### src/rtl/half_adder_unit_if.sv
// Operand/result bundle for half_adder_unit: A/B/in_valid/clr_cnt in, sum/carry paths out.
interface half_adder_unit_if #(
    parameter int unsigned WIDTH = 1,
    parameter int unsigned CNT_W = 8
);
    logic [WIDTH-1:0] A;
    logic [WIDTH-1:0] B;
    logic             in_valid;
    logic             clr_cnt;
    logic [WIDTH-1:0] S;
    logic [WIDTH-1:0] C;
    logic [WIDTH-1:0] S_q;
    logic [WIDTH-1:0] C_q;
    logic             out_valid;
    logic [CNT_W-1:0] carry_cnt;

    modport master (
        output A, B, in_valid, clr_cnt,
        input  S, C, S_q, C_q, out_valid, carry_cnt
    );

    modport slave (
        input  A, B, in_valid, clr_cnt,
        output S, C, S_q, C_q, out_valid, carry_cnt
    );
endinterface

### src/rtl/half_adder_unit.sv
// WIDTH independent half-adder lanes with combinational outputs, a one-cycle
// registered copy qualified by in_valid, and a saturating carry-event counter.
module half_adder_unit #(
    parameter int unsigned WIDTH = 1,
    parameter int unsigned CNT_W = 8
) (
    input logic                clk,
    input logic                rst_n,
    half_adder_unit_if.slave   bus
);
    logic [WIDTH-1:0] sum;
    logic [WIDTH-1:0] carry;
    logic             any_carry;
    logic [WIDTH-1:0] sum_q;
    logic [WIDTH-1:0] carry_q;
    logic             valid_q;
    logic [CNT_W-1:0] cnt_q;

    always_comb begin
        sum       = bus.A ^ bus.B;
        carry     = bus.A & bus.B;
        any_carry = |carry;
    end

    // Registered copy holds its last value while in_valid is low.
    always_ff @(posedge clk or negedge rst_n) begin
        if (!rst_n) begin
            sum_q   <= '0;
            carry_q <= '0;
            valid_q <= 1'b0;
        end else begin
            valid_q <= bus.in_valid;
            if (bus.in_valid) begin
                sum_q   <= sum;
                carry_q <= carry;
            end
        end
    end

    // Clear wins over increment; counter sticks at all-ones.
    always_ff @(posedge clk or negedge rst_n) begin
        if (!rst_n) begin
            cnt_q <= '0;
        end else if (bus.clr_cnt) begin
            cnt_q <= '0;
        end else if (bus.in_valid && any_carry && (cnt_q != '1)) begin
            cnt_q <= cnt_q + CNT_W'(1);
        end
    end

    always_comb begin
        bus.S         = sum;
        bus.C         = carry;
        bus.S_q       = sum_q;
        bus.C_q       = carry_q;
        bus.out_valid = valid_q;
        bus.carry_cnt = cnt_q;
    end
endmodule

### src/flat_wrapper.sv
// flat-port wrapper written by rule: the top's interface ports become plain ports
module half_adder_unit_flat 
#(
    parameter int unsigned WIDTH = 1,
    parameter int unsigned CNT_W = 8
)
  (clk, rst_n, bus_A, bus_B, bus_in_valid, bus_clr_cnt, bus_S, bus_C, bus_S_q, bus_C_q, bus_out_valid, bus_carry_cnt);
  half_adder_unit_if #(.WIDTH(WIDTH), .CNT_W(CNT_W)) bus_i ();
  input logic clk;
  input logic rst_n;
  input wire logic [$bits(bus_i.A)-1:0] bus_A;
  input wire logic [$bits(bus_i.B)-1:0] bus_B;
  input wire logic [$bits(bus_i.in_valid)-1:0] bus_in_valid;
  input wire logic [$bits(bus_i.clr_cnt)-1:0] bus_clr_cnt;
  output wire logic [$bits(bus_i.S)-1:0] bus_S;
  output wire logic [$bits(bus_i.C)-1:0] bus_C;
  output wire logic [$bits(bus_i.S_q)-1:0] bus_S_q;
  output wire logic [$bits(bus_i.C_q)-1:0] bus_C_q;
  output wire logic [$bits(bus_i.out_valid)-1:0] bus_out_valid;
  output wire logic [$bits(bus_i.carry_cnt)-1:0] bus_carry_cnt;
  assign bus_i.A = bus_A;
  assign bus_i.B = bus_B;
  assign bus_i.in_valid = bus_in_valid;
  assign bus_i.clr_cnt = bus_clr_cnt;
  assign bus_S = bus_i.S;
  assign bus_C = bus_i.C;
  assign bus_S_q = bus_i.S_q;
  assign bus_C_q = bus_i.C_q;
  assign bus_out_valid = bus_i.out_valid;
  assign bus_carry_cnt = bus_i.carry_cnt;
  half_adder_unit #(.WIDTH(WIDTH), .CNT_W(CNT_W)) u_core (.clk(clk), .rst_n(rst_n), .bus(bus_i));
endmodule
### config.mk
export PLATFORM = sky130hd
export DESIGN_NAME = half_adder_unit_flat
export DESIGN_NICKNAME = d
export VERILOG_FILES = /design/src/rtl/half_adder_unit_if.sv /design/src/rtl/half_adder_unit.sv /design/src/flat_wrapper.sv
export SDC_FILE = /design/constraint.sdc
export NUM_CORES = 1
export LEC_CHECK = 0
export ABC_CLOCK_PERIOD_IN_PS = 3040
export CORE_MARGIN = 5
export CORE_UTILIZATION = 35
export DETAILED_ROUTE_END_ITERATION = 8
export DONT_BUFFER_PORTS = 1
export PLACE_DENSITY = 0.45
export SETUP_SLACK_MARGIN = 0.05
export SYNTH_ARGS = -nofsm -noshare
export SYNTH_HDL_FRONTEND = slang
export SYNTH_SLANG_ARGS = --single-unit
### constraint.sdc
create_clock -name clk -period 3.04 [get_ports clk]
set_input_delay 0.152 -clock clk [delete_from_list [all_inputs] [get_ports clk]]
set_output_delay 0.152 -clock clk [all_outputs]
set_load 0.02 [all_outputs]
Word level (Yosys, flattened, before mapping)
Cells that the tools add are included.
{"block": "totals", "mem_bits_ro": 0, "out_inout_bits": 13, "input_bits": 6, "ff_bits": 11, "ram_bits": 0, "latchBits": 0, "n_memories": 0}
{"block": "op_classes", "n_mul": 0, "n_reduce_logical": 3, "eq_ne": 1, "n_lt_le_gt_ge": 0, "div_mod_pow": 0, "add_sub_neg": 1, "bitwise": 2, "muxes": 2, "shifts": 0}
{"cell": "8-bit two-way mux", "count": 2}
{"cell": "8-bit by 1-bit adder with 8-bit output, second input constant", "count": 1}
{"cell": "8-bit inequality test, second input constant", "count": 1}
{"cell": "1-bit logical AND", "count": 2}
{"cell": "2-bit nonzero test", "count": 1}
{"cell": "1-bit AND", "count": 1}
{"cell": "1-bit XOR", "count": 1}

Logic depth before layout (Yosys ltp)
{"block": "logic_depth", "word_depth": 5, "depth_mapped": 4, "mapped_depth_nobuf": 4}

Worst setup path before layout
No wires, ideal clock.
{"block": "synth_timing", "path_kind": "reg2reg", "from": "reg u_core.cnt_q[0] (netlist: u_core.bus.carry_cnt[0])", "to": "reg u_core.cnt_q[3] (netlist: u_core.bus.carry_cnt[3])", "path_stages_with_launch": 5, "arrival_ps": 1520, "setup_ps": 128, "setup_slack_ps": 1392, "path_cell_list": "dfrtp_1 > ha_1 > and3_1 > a211oi_2 > mux2_1"}
{"block": "synth_between", "elab_chain_cells": 3}
{"element": "start, declared", "line_no": "half_adder_unit.sv:17", "text": "logic [CNT_W-1:0] cnt_q;"}
{"element": "start signal, assigned", "line_no": "half_adder_unit.sv:47", "text": "cnt_q <= cnt_q + CNT_W'(1);"}
{"element": "8-bit by 1-bit adder with 8-bit output / 8-bit inequality test (equally long branches)", "line_no": "half_adder_unit.sv:47, half_adder_unit.sv:46"}
{"element": "8-bit two-way mux / 1-bit logical AND (equally long branches)", "line_no": "half_adder_unit.sv:46", "text": "end else if (bus.in_valid && any_carry && (cnt_q != '1)) begin"}
{"element": "8-bit two-way mux / 2-bit nonzero test (equally long branches)"}
Parallel ways exist; a longest one is shown, timed or not. The select of a mux whose other input is x is not followed.
A chain may end at the register's enable or synchronous reset.

Final worst setup path
Ends and elaborated chain as after synthesis.

==> summary.md <==
| Metric | Value |
|---|---|
| Top Ports | `19` |
| Post-place setup slack | `between 1000 and 1500 ps` |
| Via count | `around 450` |
| Port Buf Inserts | `0` |
| Post-CTS Hold Fix Bufs | `3` |
| First-pass GRT wire length | `between 2 and 2.5 mm` |
| Post-route ant nets | `0` |
| Pins over their slew limit | `0` |
| Placeable Area | `1670 um2` |
| # resized after CTS | `0` |
| Gr usage total | `12.45%` |
| Max Cap Viol | `0` |
| M2 GR Usage | `between 10% and 20%` |
| #FFs+latches synth | `11` |
| GR Overflow Total | `0` |
| DIE AREA | `approximately 2600 um2` |
| Final setup fails | `0` |
| Critical path capture point type | `flip-flop` |
| Sum of negative setup slack | `0 ps` |
| Vias in the first global route | `between 400 and 500` |
| CTS root buffer | `clkbuf_4` |
| Row cnt | `15` |
| Arr. time, crit path | `between 1500 and 2000 ps` |
| CP startpoint kind | `flip-flop` |
| Layout filler cell count | `167` |
| Unrepaired setup endpoints after global routing | `no` |
| Grt met3 use | `under 10%` |
| Placed cell area | `about 620 um2` |
| CP peak stage delay | `510 ps` |
| Commonest non-fill, non-tap cell in the layout | `dfrtp_1` |
| VDD IR max | `approximately 0.00018 V` |
| Pwr dens | `around 430 nW/um2` |
| Skew-Pair Late Insertion Delay | `about 270 ps` |
| Avg Synthesized Cell Area | `approximately 11 um2` |
| Slew @ Worst Pin | `503.3 ps` |
| Setup Buffers After CTS | `0` |
| WL per Instance | `roughly 18 um` |
| Inserted Clock Buffers | `3` |
| Vias/cell | `5.883` |
| GR Util met1 | `between 10% and 20%` |
| Initial Utilization | `between 30% and 40%` |
| Status | `finished clean` |
| Worst slew margin | `66.34%` |
| Final GP Congestion | `0.7688` |
| CP max FO | `6` |
| DRC errors left | `0` |
| Synth warnings | `0` |
| Max clock buf depth | `2` |
| Cell Area, Synth | `about 600 um2` |
| Final period demand of the worst path | `1798 ps` |
| Syn Nets | `62` |
| Clock transition at path regs | `~80 ps` |
| H-tree depth | `1` |
| Area Overhead vs Synth | `12.34%` |
| Nets | `69` |
| Max Fclk | `556.2 MHz` |
| Most frequent cells in the layout | `dfrtp_1, nor2_1` |
| # clock sinks | `11` |
| Sequential element share of the synthesized area | `between 40% and 50%` |
| Die H | `a little over 50 um` |
| Iter 0 DRT Violations | `8` |
| Final worst path period share | `between 50% and 60%` |
| Netlist cell types | `27` |
| Cells after Synth | `54` |
| # diodes | `0` |
| Crit path kind | `reg -> reg` |
| CP max-delay cell | `dfrtp_1` |
| Busiest grt layer | `met2` |
| Crit path required time | `3200 ps` |
| Hold Crit Class | `in -> reg` |
| DR pass1 iterations | `4` |
| Final setup margin | `around 1200 ps` |
| Layout Skew | `7.417 ps` |
| Die width | `51.34 um` |
| Share of cells above drive strength 1 | `about an eighth` |
| Initial antenna violation count | `0` |
| Worst path cell trace | `ha_1 -> and3_1 -> a211oi_2 -> mux2_1` |
| Final instance area | `671.9 um2` |
| DP HPWL | `just over 1 mm` |
| LEAKAGE | `approximately 0.28 nW` |
| Largest net degree at the start of global routing | `12` |
| Final wirelength | `around 1.4 mm` |
| CTS tree | `built` |
| Fin. Hold Viols | `0` |
==> worst max-delay path: cells and delay by family, from the launching register on <==
family | cells | cell delay, ps
flip-flops | 1 | 510
AND/OR/NAND/NOR | 1 | 190
AO/OA/AOI/OAI | 1 | 270
adder cells (fa/ha/maj) | 1 | 350
multiplexers | 1 | 350
==> metrics by stage <==
step | hold WS [ps] | std cells | util (%) | power, mW
2_1_floorplan | -143.6 | 54 | - | 0.1784
3_3_place_gp | -143.2 | 70 | 36.85 | 0.1796
3_5_place_dp | -143.2 | 70 | 36.85 | 0.1798
4_1_cts | 30.91 | 77 | 40.22 | 0.2907
5_1_grt | 31.58 | 77 | 40.22 | 0.3017
6_report | 42.33 | 77 | 40.22 | 0.2858
==> sequential cells by signal, summed over array words and instances, names as in the netlist <==
signal,flops
u_core.bus.carry_cnt,8
u_core.bus.S_q,1
u_core.bus.out_valid,1
u_core.bus.C_q,1
==> layout make-up <==
class	count	area (um2)	share of cell area [%]
multi-input combinational	39	307.8	45.81
sequential	11	275.3	40.97
inverter	3	11.26	1.676
timing repair buffer	3	30.03	4.469
clock buffer	4	26.28	3.911
tap	17	21.27	3.166
==> power by group <==
part,internal (mW),switching [mW]
logic,0.0101,0.0123
registers,0.151,0.0100
clock network,0.0507,0.0519
==> per-layer routing <==
metal	routed length, um	share of wire [%]	vias to the layer above
li1	-	-	219
met4	0	0	0
met5	0	0	-
met1	591	43	221
met3	106	7.7	0
met2	678	49	13
==> cells by family after synthesis <==
logic type      Yosys count  share of synthesized area (%)
buf+inv                   4                          2.510
mux                       4                          7.949
simple gates             20                          19.87
flops                    11                          46.02
compound gates           13                          19.46
fa+ha+maj                 2                          4.183
==> synthesized netlist by cell type (all sizes together) <==
cell | n | area (um2)
a211oi | 3 | 27.52
a21oi | 2 | 10.01
a311oi | 2 | 17.52
a31oi | 2 | 12.51
a41oi | 2 | 36.29
and3 | 2 | 12.51
and4 | 3 | 28.78
clkbuf | 1 | 3.750
dfrtp | 11 | 275.3
ha | 2 | 25.02
inv | 3 | 11.26
mux2 | 3 | 37.53
mux2i | 1 | 10.01
nand2 | 1 | 3.750
nand2b | 3 | 18.77
nand4 | 2 | 12.51
nor2 | 5 | 18.77
nor2b | 2 | 12.51
nor3 | 1 | 5.000
nor4 | 1 | 6.260
o21ai | 1 | 5.000
o21bai | 1 | 7.510
==> worst paths after layout <==
kind                                          from                      end  slack [ps]  cells after the start
setup reg to reg           u_core.bus.carry_cnt[0]  u_core.bus.carry_cnt[3]        1240                      4
hold / removal                        bus_in_valid           u_core.bus.S_q          40                      1
hold reg to reg                     u_core.bus.C_q           u_core.bus.C_q         650                      2
min in group asynchronous                    rst_n  u_core.bus.carry_cnt[7]         280                      1
setup / recovery           u_core.bus.carry_cnt[0]  u_core.bus.carry_cnt[3]        1240                      4
max in group asynchronous                    rst_n  u_core.bus.carry_cnt[2]        2410                      1
No activity file was read; power rests on OpenSTA's default activity.
